`src/rtl/maxnet_pkg.sv`:
```
// Shared constants, FSM state encoding and FP32 helpers for the Maxnet controller.
package maxnet_pkg;

   localparam logic [31:0] FP_ONE     = 32'h3F80_0000;
   localparam logic [31:0] FP_NEG_ONE = 32'hBF80_0000;
   localparam logic [31:0] FP_ZERO    = 32'h0000_0000;

   typedef enum logic [2:0] {
      IDLE,
      LOAD,
      SUM,
      UPD_T,
      UPD_N,
      CHECK,
      DONE
   } state_t;

   // Clamp to +0: any negative value (including -0) and any zero become 32'h0.
   function automatic logic [31:0] relu_fp32(input logic [31:0] x);
      logic [31:0] r;
      r = x;
      if (x[31] || (x[30:0] == 31'h0)) r = FP_ZERO;
      return r;
   endfunction

endpackage

```
`src/rtl/maxnet_ctrl_fma_issue.sv`:
```
// Single-outstanding issue slot towards the shared FP fused multiply-add unit.
// Operands are latched on op_req and held with fma_valid until accepted; the
// returned result is registered and presented as a one-cycle res_valid strobe.
module maxnet_fma_issue
   import maxnet_pkg::*;
(
   input  logic        clk,
   input  logic        rst,
   input  logic        op_req,
   input  logic [31:0] op_a,
   input  logic [31:0] op_b,
   input  logic [31:0] op_c,
   output logic [31:0] fma_a,
   output logic [31:0] fma_b,
   output logic [31:0] fma_c,
   output logic        fma_valid,
   input  logic        fma_ready,
   input  logic [31:0] fma_res,
   input  logic        fma_res_valid,
   output logic [31:0] res,
   output logic        res_valid
);

   logic waiting;

   // Issue / wait-for-result slot; results arriving while not waiting are dropped.
   always_ff @(posedge clk or negedge rst) begin
      if (!rst) begin
         fma_a     <= FP_ZERO;
         fma_b     <= FP_ZERO;
         fma_c     <= FP_ZERO;
         fma_valid <= 1'b0;
         waiting   <= 1'b0;
         res       <= FP_ZERO;
         res_valid <= 1'b0;
      end else begin
         res_valid <= 1'b0;
         if (op_req && !fma_valid && !waiting) begin
            fma_a     <= op_a;
            fma_b     <= op_b;
            fma_c     <= op_c;
            fma_valid <= 1'b1;
         end else if (fma_valid && fma_ready) begin
            fma_valid <= 1'b0;
            waiting   <= 1'b1;
         end else if (waiting && fma_res_valid) begin
            res       <= fma_res;
            res_valid <= 1'b1;
            waiting   <= 1'b0;
         end
      end
   end

endmodule

```
`src/rtl/maxnet_ctrl.sv`:
```
// Iteration controller for a 4-input winner-take-all Maxnet on FP32 values.
// All arithmetic is serialised through one external FMA via maxnet_fma_issue.
module maxnet_ctrl
   import maxnet_pkg::*;
#(
   parameter int MAX_ITER = 64,
   parameter int ITER_W   = 7
) (
   input  logic              clk,
   input  logic              rst,
   input  logic              start,
   input  logic [31:0]       num1,
   input  logic [31:0]       num2,
   input  logic [31:0]       num3,
   input  logic [31:0]       num4,
   input  logic [31:0]       epsilon,
   output logic [31:0]       fma_a,
   output logic [31:0]       fma_b,
   output logic [31:0]       fma_c,
   output logic              fma_valid,
   input  logic              fma_ready,
   input  logic [31:0]       fma_res,
   input  logic              fma_res_valid,
   output logic [31:0]       max,
   output logic [1:0]        max_idx,
   output logic [ITER_W-1:0] iter_count,
   output logic              done,
   output logic              timeout
);

   state_t            state, state_next;
   logic              start_q;
   logic [31:0]       orig [4];
   logic [31:0]       act  [4];
   logic [31:0]       neg_eps, sum_r, t_r;
   logic [1:0]        idx, step;
   logic              pend, shortcut;
   logic              start_edge;
   logic [3:0]        nz, load_nz;
   logic [2:0]        nz_cnt, load_cnt, low_nz, next_nz;
   logic [ITER_W-1:0] chk_iter;
   logic              chk_timeout;
   logic [1:0]        win;
   logic              op_req;
   logic [31:0]       op_a, op_b, op_c;
   logic [31:0]       res;
   logic              res_valid;

   function automatic logic [2:0] pop4(input logic [3:0] m);
      return 3'(m[0]) + 3'(m[1]) + 3'(m[2]) + 3'(m[3]);
   endfunction

   // Lowest set index at or above 'from'; 3'b100 when there is none.
   function automatic logic [2:0] first_nz(input logic [3:0] m, input logic [2:0] from);
      logic [2:0] r;
      r = 3'b100;
      for (int i = 3; i >= 0; i--) begin
         if (m[i] && (3'(i) >= from)) r = {1'b0, 2'(i)};
      end
      return r;
   endfunction

   // Nonzero masks of the live activations and of the freshly loaded inputs.
   always_comb begin
      for (int i = 0; i < 4; i++) begin
         nz[i]      = (act[i] != FP_ZERO);
         load_nz[i] = (relu_fp32(orig[i]) != FP_ZERO);
      end
   end

   assign start_edge  = start && !start_q;
   assign nz_cnt      = pop4(nz);
   assign load_cnt    = pop4(load_nz);
   assign low_nz      = first_nz(nz, 3'd0);
   assign next_nz     = first_nz(nz, {1'b0, idx} + 3'd1);
   assign win         = low_nz[2] ? 2'd0 : low_nz[1:0];
   assign chk_iter    = shortcut ? iter_count : iter_count + ITER_W'(1);
   assign chk_timeout = (nz_cnt >= 3'd2) && (chk_iter == ITER_W'(MAX_ITER));

   // State register.
   always_ff @(posedge clk or negedge rst) begin
      if (!rst) state <= IDLE;
      else      state <= state_next;
   end

   // Next-state logic and FMA operand selection for the current step.
   always_comb begin
      state_next = state;
      op_req     = 1'b0;
      op_a       = FP_ZERO;
      op_b       = FP_ZERO;
      op_c       = FP_ZERO;
      case (state)
         IDLE: begin
            if (start_edge) state_next = LOAD;
         end
         LOAD: begin
            state_next = (load_cnt < 3'd2) ? CHECK : SUM;
         end
         SUM: begin
            op_req = !pend;
            op_b   = FP_ONE;
            case (step)
               2'd0: begin
                  op_a = act[0];
                  op_c = act[1];
               end
               2'd1: begin
                  op_a = act[2];
                  op_c = sum_r;
               end
               default: begin
                  op_a = act[3];
                  op_c = sum_r;
               end
            endcase
            if (res_valid && (step == 2'd2)) state_next = UPD_T;
         end
         UPD_T: begin
            op_req = !pend;
            op_a   = act[idx];
            op_b   = FP_NEG_ONE;
            op_c   = sum_r;
            if (res_valid) state_next = UPD_N;
         end
         UPD_N: begin
            op_req = !pend;
            op_a   = neg_eps;
            op_b   = t_r;
            op_c   = act[idx];
            if (res_valid) state_next = next_nz[2] ? CHECK : UPD_T;
         end
         CHECK: begin
            if (shortcut || (nz_cnt < 3'd2) || chk_timeout) state_next = DONE;
            else                                             state_next = SUM;
         end
         DONE: begin
            state_next = IDLE;
         end
         default: state_next = IDLE;
      endcase
   end

   // Activation, accumulator and result registers advanced by the FSM.
   always_ff @(posedge clk or negedge rst) begin
      if (!rst) begin
         start_q    <= 1'b0;
         for (int i = 0; i < 4; i++) begin
            orig[i] <= FP_ZERO;
            act[i]  <= FP_ZERO;
         end
         neg_eps    <= FP_ZERO;
         sum_r      <= FP_ZERO;
         t_r        <= FP_ZERO;
         idx        <= 2'd0;
         step       <= 2'd0;
         pend       <= 1'b0;
         shortcut   <= 1'b0;
         max        <= FP_ZERO;
         max_idx    <= 2'd0;
         iter_count <= '0;
         done       <= 1'b0;
         timeout    <= 1'b0;
      end else begin
         start_q <= start;
         done    <= 1'b0;
         if (op_req)         pend <= 1'b1;
         else if (res_valid) pend <= 1'b0;
         case (state)
            IDLE: begin
               if (start_edge) begin
                  orig[0]    <= num1;
                  orig[1]    <= num2;
                  orig[2]    <= num3;
                  orig[3]    <= num4;
                  neg_eps    <= {~epsilon[31], epsilon[30:0]};
                  iter_count <= '0;
                  timeout    <= 1'b0;
               end
            end
            LOAD: begin
               for (int i = 0; i < 4; i++) act[i] <= relu_fp32(orig[i]);
               shortcut <= (load_cnt < 3'd2);
               step     <= 2'd0;
            end
            SUM: begin
               if (res_valid) begin
                  sum_r <= res;
                  step  <= step + 2'd1;
                  if (step == 2'd2) idx <= low_nz[1:0];
               end
            end
            UPD_T: begin
               if (res_valid) t_r <= res;
            end
            UPD_N: begin
               if (res_valid) begin
                  act[idx] <= relu_fp32(res);
                  if (!next_nz[2]) idx <= next_nz[1:0];
               end
            end
            CHECK: begin
               iter_count <= chk_iter;
               step       <= 2'd0;
               shortcut   <= 1'b0;
               if (state_next == DONE) begin
                  done    <= 1'b1;
                  max     <= orig[win];
                  max_idx <= win;
                  timeout <= chk_timeout;
               end
            end
            default: ;
         endcase
      end
   end

   maxnet_fma_issue u_issue (
      .clk           (clk),
      .rst           (rst),
      .op_req        (op_req),
      .op_a          (op_a),
      .op_b          (op_b),
      .op_c          (op_c),
      .fma_a         (fma_a),
      .fma_b         (fma_b),
      .fma_c         (fma_c),
      .fma_valid     (fma_valid),
      .fma_ready     (fma_ready),
      .fma_res       (fma_res),
      .fma_res_valid (fma_res_valid),
      .res           (res),
      .res_valid     (res_valid)
   );

endmodule

```
`config.mk`:
```
export PLATFORM = sky130hd
export DESIGN_NAME = maxnet_ctrl
export DESIGN_NICKNAME = d
export VERILOG_FILES = /design/src/rtl/maxnet_pkg.sv /design/src/rtl/maxnet_ctrl_fma_issue.sv /design/src/rtl/maxnet_ctrl.sv
export SDC_FILE = /design/constraint.sdc
export NUM_CORES = 1
export LEC_CHECK = 0
export BUFFER_PORTS_ARGS = -buffer_cell sky130_fd_sc_hd__buf_2
export CORE_ASPECT_RATIO = 1.2
export CORE_MARGIN = 2
export CORE_UTILIZATION = 35
export DETAILED_ROUTE_END_ITERATION = 16
export SYNTH_ARGS = -nofsm -noshare
export SYNTH_HDL_FRONTEND = slang
export SYNTH_HIERARCHICAL = 1
export SYNTH_SLANG_ARGS = --single-unit
```
`constraint.sdc`:
```
create_clock -name clk -period 2.91 [get_ports clk]
set_input_delay 0.291 -clock clk [delete_from_list [all_inputs] [get_ports clk]]
set_output_delay 0.291 -clock clk [all_outputs]
set_load 0.005 [all_outputs]
```
==> metrics.cfg <==
[critical_path]
timing.critical_path.mode_cell = sky130_fd_sc_hd__buf_4
critPathMaxStageDelay_ps = 590
worst_path_max_delay_cell = sky130_fd_sc_hd__fa_1
worstRegToRegCells = 10
path_depth = 10
cp.required_ps = 3410
timing.critical_path.arrival_ps = 3590
crit_path_launch_type = register
crit-reg2reg-launch = act[21]
cp_top_family = simple AND/OR/NAND/NOR gates
r2r_end = state[2]
critPathCaptureType = register
critical_path.startpoint = act[21]
cp_cell_sequence = nor4_1 -> buf_4 -> and4_1 -> nand2_4 -> fa_1 -> o21ai_2 -> a21oi_2 -> o32ai_4 -> buf_4 -> or4b_4
worstPathBufferInverterCount = 2
worst-setup-path-type = register to register
crit_fanout = 4
timing.reg2reg.setup_slack_ps = -170
crit_end = state[2]

[clock_tree]
clock_tree.root_cell = sky130_fd_sc_hd__clkbuf_16
clk-insertion-delay-late_ps = 630
cts.clk_slew.worst_paths_ps = 70
cts.sinks = 536
cts-buffers-inserted = 58
clock_path_buffers = 3
cts-htree-levels = 2
tritoncts = done

[power_and_ir_drop]
intPower_mw = 23.2
clock_power_share = 0.218
cellPowerDensity_nw_per_um2 = 1070
power_frac_seq = 0.351
p_comb_frac = 0.431
power_mw = 37.6
max-vdd-ir-drop_v = 0.000605
static_leakage_nw = 15.8
power.share.switching = 0.384
p_switching_mw = 14.4

[die]
dieHeight_um = 300
fp-row-count = 108
floorplan.die_area_sq_um = 75200
floorplan.core_area_sq_um = 72300
die_x_um = 251
initial_utilization = 0.354
io_pins = 337

[timing]
tightestPinTransition_ps = 835
worst_hold_slack_ps = 225
worst_clock_skew_ps = 20.1
final-setup-viol-count = 36
final-max-slew-violation-count = 0
grt_setup_unrepaired = true
max_clock_freq_ghz = 0.324
min_period_ps = 3080
final_hold_viol_count = 0
post-route-period-util = 1.06
max_slew_margin = 0.443
fin_ws_ps = -174

[placed_design]
place_inst = 3645
dp_hpwl_um = 72000
portBuffers = 336
finalWeightedCongestion = 0.953
preCtsSetupSlack_ps = -347

[logic_synthesis]
synthMuxAreaShare = 0.212
yosys.area_share.simple = 0.0855
synth_compound_area_frac = 0.137
synth.top_cells.by_area = sky130_fd_sc_hd__dfrtp_1 (52%), sky130_fd_sc_hd__mux2_2 (15%), sky130_fd_sc_hd__a32oi_1 (5.1%)
number_of_flops_mapped_to_enable_cells_by_yosys = 0
synth-seq-cells = 536
netlist.top_cell.by_area = sky130_fd_sc_hd__dfrtp_1
synth.yosys.warnings = 6
synth_fp_nets = 2422
largest_family_of_logic_cells_by_synthesized_area = multiplexers
syn_area_per_cell_sq_um = 11.5
netlist.area_leader.share = 0.525
synth_xor_area_frac = 0.00137
synth_ff_type = sky130_fd_sc_hd__dfrtp_1
synth-seq-area-share = 0.525
instance_count_of_the_mapped_netlist = 2219
yosysUniqueCellTypes = 55
async_reset_ff_frac = 1.00
synth_adder_area_share = 0.00352
cell_area_after_synthesis_sq_um = 25600

[flow_run]
max_cap_viol = 0

[drt]
post-route-drc-count = 0
via_per_inst = 5.56
first_iter_violations = 2147
route.vias.total = 22070
final_antenna_net_count = 0
route.detailed.wl_per_inst_um = 24.2
firstDrtPassIters = 6
wl_um = 96000

[grt]
grt_pass1_vias = 22399
grt_first_pass_wirelength_um = 144000
antenna_found_initial = 5
grt.total_usage = 0.251
largest_net_degree_at_the_start_of_global_routing = 128
overflow = 0

[layout]
final-instance-count-excl-fill = 3967
syn2layout_area_growth_pct = 37.7
most-common-layout-cells = sky130_fd_sc_hd__dfrtp_1 (534), sky130_fd_sc_hd__buf_2 (335), sky130_fd_sc_hd__mux2_2 (321)
most_frequent_standard_cell_in_the_layout_excluding_fill_and_tap_cells = sky130_fd_sc_hd__dfrtp_1
nets_finish = 3184
final_layout_size_suffix_gt1_frac = 0.402

[run_status]
violations = negative setup slack
outcome = complete, but fails checks

[min_path]
timing.hold.worst.class = input port to asynchronous set/reset pin

## power groups by stage
| stage | registers (mW) | logic, mW | clock network [mW] |
|---|---|---|---|
| after global routing | 13.6 | 17.4 | 8.65 |
| after global placement | 13.0 | 15.4 | 0 |
| after floorplan | 12.8 | 7.78 | 0 |
| after CTS | 13.1 | 16.0 | 8.36 |
| after detailed placement | 13.2 | 15.7 | 0 |
| final | 13.2 | 16.2 | 8.18 |
## flip-flops by register name (all words and copies together), names as in the netlist, 2 cells and up
signal and flops:
neg_eps 32, max_idx 2, iter_count 7, step 2, idx 2, state 3
u_issue/fma_c 32, orig 128, t_r 32, sum_r 32, act 128, u_issue/res 32
u_issue/fma_a 32, u_issue/fma_b 32, max 32
## worst register-to-register path: stages (launching register included)
cell and delay (ps):
sky130_fd_sc_hd__dfrtp_1 380, sky130_fd_sc_hd__nor4_1 280, sky130_fd_sc_hd__buf_4 160, sky130_fd_sc_hd__and4_1 320, sky130_fd_sc_hd__nand2_4 80, sky130_fd_sc_hd__fa_1 600
sky130_fd_sc_hd__o21ai_2 80, sky130_fd_sc_hd__a21oi_2 190, sky130_fd_sc_hd__o32ai_4 160, sky130_fd_sc_hd__buf_4 190, sky130_fd_sc_hd__or4b_4 530
## kinds of logic after synthesis
kind of cell | count (synthesis)
flops | 536
compound gates | 532
simple gates | 463
mux | 453
buf+inv | 225
fa+ha+maj | 6
xor+xnor | 4
## worst min path at each step
stage | from | end | depth (start not counted)
6_report | rst | orig[32] | 2
2_1_floorplan | rst | act[0] | 0
4_1_cts | rst | orig[32] | 2
3_5_place_dp | rst | orig[32] | 1
3_3_place_gp | rst | orig[37] | 1
5_1_grt | rst | orig[40] | 2
## what timing repair did
| item | CTS | global route |
|---|---|---|
| gates cloned | 1 | 2 |
| setup endpoints to repair | 38 | 39 |
| setup buffers | 9 | 3 |
| hold buffers | 197 | 0 |
| pin swaps | 8 | 4 |
| resized for setup | 49 | 14 |
| endpoints found under the hold margin | 256 | 0 |
## synth_stat cells, drive strengths merged, types with 5 or more instances
| library cell | instances |
|---|---|
| dfrtp | 536 |
| mux2 | 383 |
| a21oi | 200 |
| a32oi | 148 |
| nor2 | 148 |
| clkbuf | 136 |
| nand2 | 124 |
| o21ai | 85 |
| nor4 | 68 |
| inv | 47 |
| buf | 42 |
| a22oi | 40 |
| mux2i | 38 |
| nand3 | 38 |
| mux4 | 32 |
| o211ai | 32 |
| and3 | 25 |
| nand4 | 20 |
| nor3 | 11 |
| nor2b | 10 |
| a31oi | 6 |
| and2 | 5 |
## per-layer routing
layer  up-vias  global-route usage  wire (um)
met5         -                   0          0
met4         0              0.0810       3100
met3       181              0.0429       6490
met2       939               0.400      44200
met1     11104               0.348      42200
li1       9846                   -          -
## final cells by class
class | instances | area (sq um)
tap | 935 | 1170
sequential | 536 | 13400
antenna | 2 | 5.00
fill | 6509 | 37100
inverter | 47 | 176
clock inverter | 30 | 413
multi-input combinational | 1458 | 11600
clock buffer | 79 | 1710
timing repair buffer | 880 | 6710
## stage by stage
step	area, sq um	utilization	setup TNS [ps]
after floorplan	25600	-	0
after global placement	30700	0.424	-10680
after detailed placement	30700	0.424	-10880
after CTS	35100	0.485	-4220
after global routing	35200	0.487	-8280
final	35200	0.487	-4610
(Power assumes the default switching activity.)
